$ cat config.mk
export PLATFORM = sky130hd
export DESIGN_NAME = board_referee_flat
export DESIGN_NICKNAME = d
export VERILOG_FILES = /design/src/rtl/board_referee_if.sv /design/src/rtl/board_referee.sv /design/src/flat_wrapper.sv
export SDC_FILE = /design/constraint.sdc
export NUM_CORES = 1
export LEC_CHECK = 0
export ABC_CLOCK_PERIOD_IN_PS = 5800
export CORE_MARGIN = 5
export CORE_UTILIZATION = 54
export DETAILED_ROUTE_END_ITERATION = 8
export PLACE_DENSITY_LB_ADDON = 0.15
export SLEW_MARGIN = 20
export SYNTH_ARGS = -nofsm -noshare
export SYNTH_HDL_FRONTEND = slang
export SYNTH_SLANG_ARGS = --single-unit
export TNS_END_PERCENT = 20
$ cat constraint.sdc
create_clock -name clock -period 5.8 [get_ports clock]
set_input_delay 1.16 -clock clock [delete_from_list [all_inputs] [get_ports clock]]
set_output_delay 1.16 -clock clock [all_outputs]
set_load 0.03 [all_outputs]
$ cat src/rtl/board_referee_if.sv
// Move handshake between a mover (agent/opponent driver) and the referee.
//   move_valid  : mover presents a move
//   move_player : 0 = agent, 1 = opponent
//   move_cell   : row-major cell index (row*N+col)
//   move_ready  : referee can accept a move this cycle
// master = mover side, slave = referee side.
interface board_referee_if #(
    parameter int N = 3
);
    localparam int CW = $clog2(N * N);

    logic          move_valid;
    logic          move_player;
    logic [CW-1:0] move_cell;
    logic          move_ready;

    modport master (
        output move_valid,
        output move_player,
        output move_cell,
        input  move_ready
    );

    modport slave (
        input  move_valid,
        input  move_player,
        input  move_cell,
        output move_ready
    );
endinterface

$ cat src/rtl/board_referee.sv
// N x N game referee: accepts moves over a valid/ready handshake, rejects
// illegal moves, detects K-in-a-row wins and draws, and counts games until
// MAX_GAMES have been played in the session.
// Ports:
//   clock, reset   : rising-edge clock, asynchronous active-high reset
//   enable         : session enable; low returns the referee to IDLE
//   mv             : move handshake (board_referee_if slave side)
//   illegal        : one-cycle pulse after a rejected move
//   turn           : player expected to move next
//   board          : cell i at [2i+1:2i]; 00 empty, 01 agent, 10 opponent
//   outcome        : 01 agent win, 10 opponent win, 11 draw, 00 none
//   outcome_valid  : one-cycle pulse while the game result is reported
//   games_played   : completed games this session (saturating)
//   en_policygen   : policy generator enable
//   done           : session complete
module board_referee #(
    parameter int N         = 3,
    parameter int K         = 3,
    parameter int MAX_GAMES = 100
) (
    input  logic                 clock,
    input  logic                 reset,
    input  logic                 enable,
    board_referee_if.slave       mv,
    output logic                 illegal,
    output logic                 turn,
    output logic [2*N*N-1:0]     board,
    output logic [1:0]           outcome,
    output logic                 outcome_valid,
    output logic [15:0]          games_played,
    output logic                 en_policygen,
    output logic                 done
);
    localparam int          CW    = $clog2(N * N);
    localparam int          NC    = N * N;
    localparam logic [15:0] MAX_G = 16'(MAX_GAMES);

    typedef enum logic [2:0] {IDLE, WAIT_MOVE, CHECK, REPORT, DONE} state_t;

    state_t            state;
    logic              ready;
    logic [1:0]        mover_code;
    logic [1:0]        target;
    logic [2*NC-1:0]   board_wr;
    logic              legal;
    logic              win;
    logic              full;
    logic [15:0]       gp_next;

    assign mv.move_ready = ready;

    // The player whose turn it is is also the last mover while in CHECK,
    // because turn only toggles on leaving CHECK.
    assign mover_code = turn ? 2'b10 : 2'b01;

    // True when K cells starting at (r0,c0) stepping (dr,dc) all hold code.
    function automatic logic line_hit(input logic [2*NC-1:0] b, input logic [1:0] code,
                                      input int r0, input int c0, input int dr, input int dc);
        line_hit = 1'b1;
        for (int k = 0; k < K; k++) begin
            if (b[2*((r0 + k*dr)*N + c0 + k*dc) +: 2] != code)
                line_hit = 1'b0;
        end
    endfunction

    // Target cell lookup and candidate board; an out-of-range index matches
    // no cell and leaves target at 11, which makes the move illegal.
    always_comb begin
        board_wr = board;
        target   = 2'b11;
        for (int i = 0; i < NC; i++) begin
            if (mv.move_cell == CW'(i)) begin
                target               = board[2*i +: 2];
                board_wr[2*i +: 2]   = mover_code;
            end
        end
    end

    assign legal = (mv.move_player == turn) && (target == 2'b00);

    always_comb begin
        win = 1'b0;
        for (int r = 0; r < N; r++) begin
            for (int c = 0; c < N; c++) begin
                if (c + K <= N)
                    win = win | line_hit(board, mover_code, r, c, 0, 1);
                if (r + K <= N)
                    win = win | line_hit(board, mover_code, r, c, 1, 0);
                if ((r + K <= N) && (c + K <= N))
                    win = win | line_hit(board, mover_code, r, c, 1, 1);
                if ((r + K <= N) && (c >= K - 1))
                    win = win | line_hit(board, mover_code, r, c, 1, -1);
            end
        end
    end

    always_comb begin
        full = 1'b1;
        for (int i = 0; i < NC; i++) begin
            if (board[2*i +: 2] == 2'b00)
                full = 1'b0;
        end
    end

    assign gp_next = (games_played >= MAX_G) ? games_played : games_played + 16'd1;

    always_ff @(posedge clock or posedge reset) begin
        if (reset) begin
            state         <= IDLE;
            ready         <= 1'b0;
            illegal       <= 1'b0;
            turn          <= 1'b0;
            board         <= '0;
            outcome       <= 2'b00;
            outcome_valid <= 1'b0;
            games_played  <= 16'd0;
            en_policygen  <= 1'b0;
            done          <= 1'b0;
        end else begin
            illegal       <= 1'b0;
            outcome_valid <= 1'b0;
            if (state != IDLE && !enable) begin
                // games_played is kept so the host can read the final count.
                state        <= IDLE;
                ready        <= 1'b0;
                board        <= '0;
                outcome      <= 2'b00;
                done         <= 1'b0;
                en_policygen <= 1'b0;
            end else begin
                case (state)
                    IDLE: begin
                        if (enable) begin
                            state        <= WAIT_MOVE;
                            ready        <= 1'b1;
                            en_policygen <= 1'b1;
                            turn         <= 1'b0;
                            games_played <= 16'd0;
                        end
                    end
                    WAIT_MOVE: begin
                        if (mv.move_valid && ready) begin
                            if (legal) begin
                                board <= board_wr;
                                ready <= 1'b0;
                                state <= CHECK;
                            end else begin
                                illegal <= 1'b1;
                            end
                        end
                    end
                    CHECK: begin
                        // A win on the board-filling move beats the draw.
                        if (win) begin
                            outcome       <= mover_code;
                            outcome_valid <= 1'b1;
                            state         <= REPORT;
                        end else if (full) begin
                            outcome       <= 2'b11;
                            outcome_valid <= 1'b1;
                            state         <= REPORT;
                        end else begin
                            outcome <= 2'b00;
                            turn    <= ~turn;
                            ready   <= 1'b1;
                            state   <= WAIT_MOVE;
                        end
                    end
                    REPORT: begin
                        board        <= '0;
                        games_played <= gp_next;
                        // First mover alternates from game to game.
                        turn         <= gp_next[0];
                        if (gp_next == MAX_G) begin
                            state        <= DONE;
                            done         <= 1'b1;
                            en_policygen <= 1'b0;
                        end else begin
                            state <= WAIT_MOVE;
                            ready <= 1'b1;
                        end
                    end
                    DONE: begin
                        state <= DONE;
                    end
                    default: begin
                        state <= IDLE;
                        ready <= 1'b0;
                    end
                endcase
            end
        end
    end
endmodule
$ cat src/flat_wrapper.sv
// flat-port wrapper written by rule: the top's interface ports become plain ports
module board_referee_flat 
#(
    parameter int N         = 3,
    parameter int K         = 3,
    parameter int MAX_GAMES = 100
)
  (clock, reset, enable, illegal, turn, board, outcome, outcome_valid, games_played, en_policygen, done, mv_move_valid, mv_move_player, mv_move_cell, mv_move_ready);
  board_referee_if #(.N(N)) mv_i ();
  input  logic clock;
  input  logic reset;
  input  logic enable;
  output logic illegal;
  output logic turn;
  output logic [2*N*N-1:0] board;
  output logic [1:0] outcome;
  output logic outcome_valid;
  output logic [15:0] games_played;
  output logic en_policygen;
  output logic done;
  input wire logic [$bits(mv_i.move_valid)-1:0] mv_move_valid;
  input wire logic [$bits(mv_i.move_player)-1:0] mv_move_player;
  input wire logic [$bits(mv_i.move_cell)-1:0] mv_move_cell;
  output wire logic [$bits(mv_i.move_ready)-1:0] mv_move_ready;
  assign mv_i.move_valid = mv_move_valid;
  assign mv_i.move_player = mv_move_player;
  assign mv_i.move_cell = mv_move_cell;
  assign mv_move_ready = mv_i.move_ready;
  board_referee #(.N(N), .K(K), .MAX_GAMES(MAX_GAMES)) u_core (.clock(clock), .reset(reset), .enable(enable), .mv(mv_i), .illegal(illegal), .turn(turn), .board(board), .outcome(outcome), .outcome_valid(outcome_valid), .games_played(games_played), .en_policygen(en_policygen), .done(done));
endmodule
==> results.tsv <==
metric	value	unit
status	completed	
path_cells	clkdlybuf4s50_1, nand3b_4, nor2_8, nand2_4, o41ai_2, or2_1, nand2b_4, mux2_4	
syn-cell-area	2839	um^2
die-area	6807	um^2
core	5107	um^2
tritoncts	yes	
track_usage	22.13	%
die_w	82.51	um
clk_path_buf_depth	2	
viasPerCell	5.878	
die_h	82.51	um
cts_root_buf	clkbuf_8	
drtPass1Iterations	4	
grt_max_degree	46	
drv_cap	0	
r2r.worst_path.cells	7	
start_util	55.59	%
antenna_found_initial	0	
drv_slew	0	
yosysSeqAreaShare	39.67	%
async_flop_share	100.0	%
crit_fanout	12	
min_period	3680	ps
wl_per_cell	16.53	um
power_density	520.1	nW/um^2
grt_overflow	0	
post_cts_buffers	0	
whs	501.5	ps
rows	26	
cts_resized	0	
worstMarginPinSlew	1048	ps
drive_gt1_share	14.37	%
slowest_stage	clkdlybuf4s50_1	
drc	0	
placed_cells	410	
worstPathArrival	3860	ps
drtAntennaViolNets	0	
io_pins	51	
grt_pass1_vias	2295	
hold_path.class	flop to flop	
final_cell_mix	clkdlybuf4s50_1 (50), dfrtp_1 (45), nor2_1 (30)	
path_buf_inv	1	
antennaDiodeCount	0	
maxSlewHeadroom	29.60	%
vias	2457	
synth_edf_count	0	
hold_depth	1	
hold_viol	0	
cts_htree_levels	2	
path_class	input pin to flop	
nNetsFinal	358	
totalNegativeSetupSlack	0	ps
finalWirelength	6.909	mm
gp_congestion	0.9404	
r2r_end	u_core.board[16]	
dp_hpwl	5.021	mm
synth_flop_cell	dfrtp_1	
synth_seq_cells	45	
cp-start-kind	input pin	
io_buffers	50	
clock_skew	18.72	ps
ctsHoldBuffers	0	
critPathTopFamily	simple AND/OR/NAND/NOR gates	
cts_buffers	5	
clk_latency	300	ps
final_common_cell	clkdlybuf4s50_1	
avgSynthCellArea	9.370	um^2
syn_nets	314	
final_cells	418	
critPathCaptureType	flop	
area_growth	21.20	%
min_from	u_core.done	
initialDrtViolationCount	236	
max_freq	0.2717	GHz
grt_pass1_wl	11.44	mm
clk_pin_slew_worst_paths	80	ps
cts.sinks	45	
worstPathRequired	5980	ps
whs_endpoint	u_core.done	
rsz0062_at_grt	no	
ir_worst_vdd	0.0002511	V
slowest_delay	740	ps
setup_viol	0	
syn_inst	303	
yosysUniqueCellTypes	63	
crit-reg2reg-launch	u_core.state[0]	
finalCritPeriodShare	63.45	%
rrSetupSlack	2950	ps
p_leak	1.423	nW
yosysWarnings	0	
## logic make-up (layout without fill, tap and decap cells)
logic type	after synthesis	in the layout	synth area share (%)
simple gates	131	131	26.36
xor+xnor	4	4	1.234
flops	45	45	39.67
mux	21	21	8.638
compound gates	75	75	18.95
fa+ha+maj	2	2	0.8813
buf+inv	25	70	4.274
## flip-flops by register name (all words and copies together), names as in the netlist, 2 cells and up
signal,count
u_core.board,18
u_core.games_played,16
u_core.state,3
u_core.outcome,2
## through the flow
stage	cell area [um^2]	total power (W)	setup slack (ps)	utilization, %
after floorplan	2839	0.001284	2787	-
after global placement	3354	0.001584	1907	65.68
after detailed placement	3354	0.001596	1808	65.68
after CTS	3441	0.001793	2128	67.37
after global routing	3441	0.001913	2002	67.37
final	3441	0.001789	2120	67.37
## power by group
part           leakage [nW]  internal [W]  switching, W
sequential            0.591      0.000402      0.000167
combinational         0.788      0.000461      0.000565
clock                0.0439     0.0000833      0.000110
## worst max-delay path by stage
| stage | start | to | depth (start not counted) |
|---|---|---|---|
| 2_1_floorplan | mv_move_cell[0] | u_core.board[14] | 8 |
| 3_3_place_gp | enable | u_core.board[16] | 8 |
| 3_5_place_dp | enable | u_core.board[16] | 8 |
| 4_1_cts | enable | u_core.board[16] | 8 |
| 5_1_grt | enable | u_core.board[16] | 8 |
| 6_report | enable | u_core.board[16] | 8 |
## area by class of cell
| cell class | count | area (um^2) |
|---|---|---|
| clock buffer | 5 | 68.82 |
| tap | 70 | 87.58 |
| fill | 450 | 1667 |
| inverter | 11 | 41.29 |
| multi-input combinational | 233 | 1592 |
| sequential | 45 | 1126 |
| timing repair buffer | 51 | 508.0 |
| clock inverter | 3 | 17.52 |
## cell usage after synthesis, drive strengths merged (6+ instances only)
cell type  instances  area (um^2)
mux2              19        225.2
dfrtp             45         1126
nor2b             13        81.33
nand2             23        93.84
buf                8        56.29
o21ai             14        73.82
nor3              15        75.07
a21oi             19        121.4
nand2b             8        57.55
nor2              32        138.9
nand3              8        40.04
inv               11        41.29
clkbuf             6        23.77
## layer usage
metal | up-vias | wire length [um] | track usage (%)
met5 | - | 0 | 0
met4 | 0 | 73 | 5.229
met3 | 9 | 485 | 4.881
met2 | 99 | 3191 | 34.70
met1 | 1165 | 3159 | 31.24
li1 | 1184 | - | -
(Power assumes the default switching activity.)
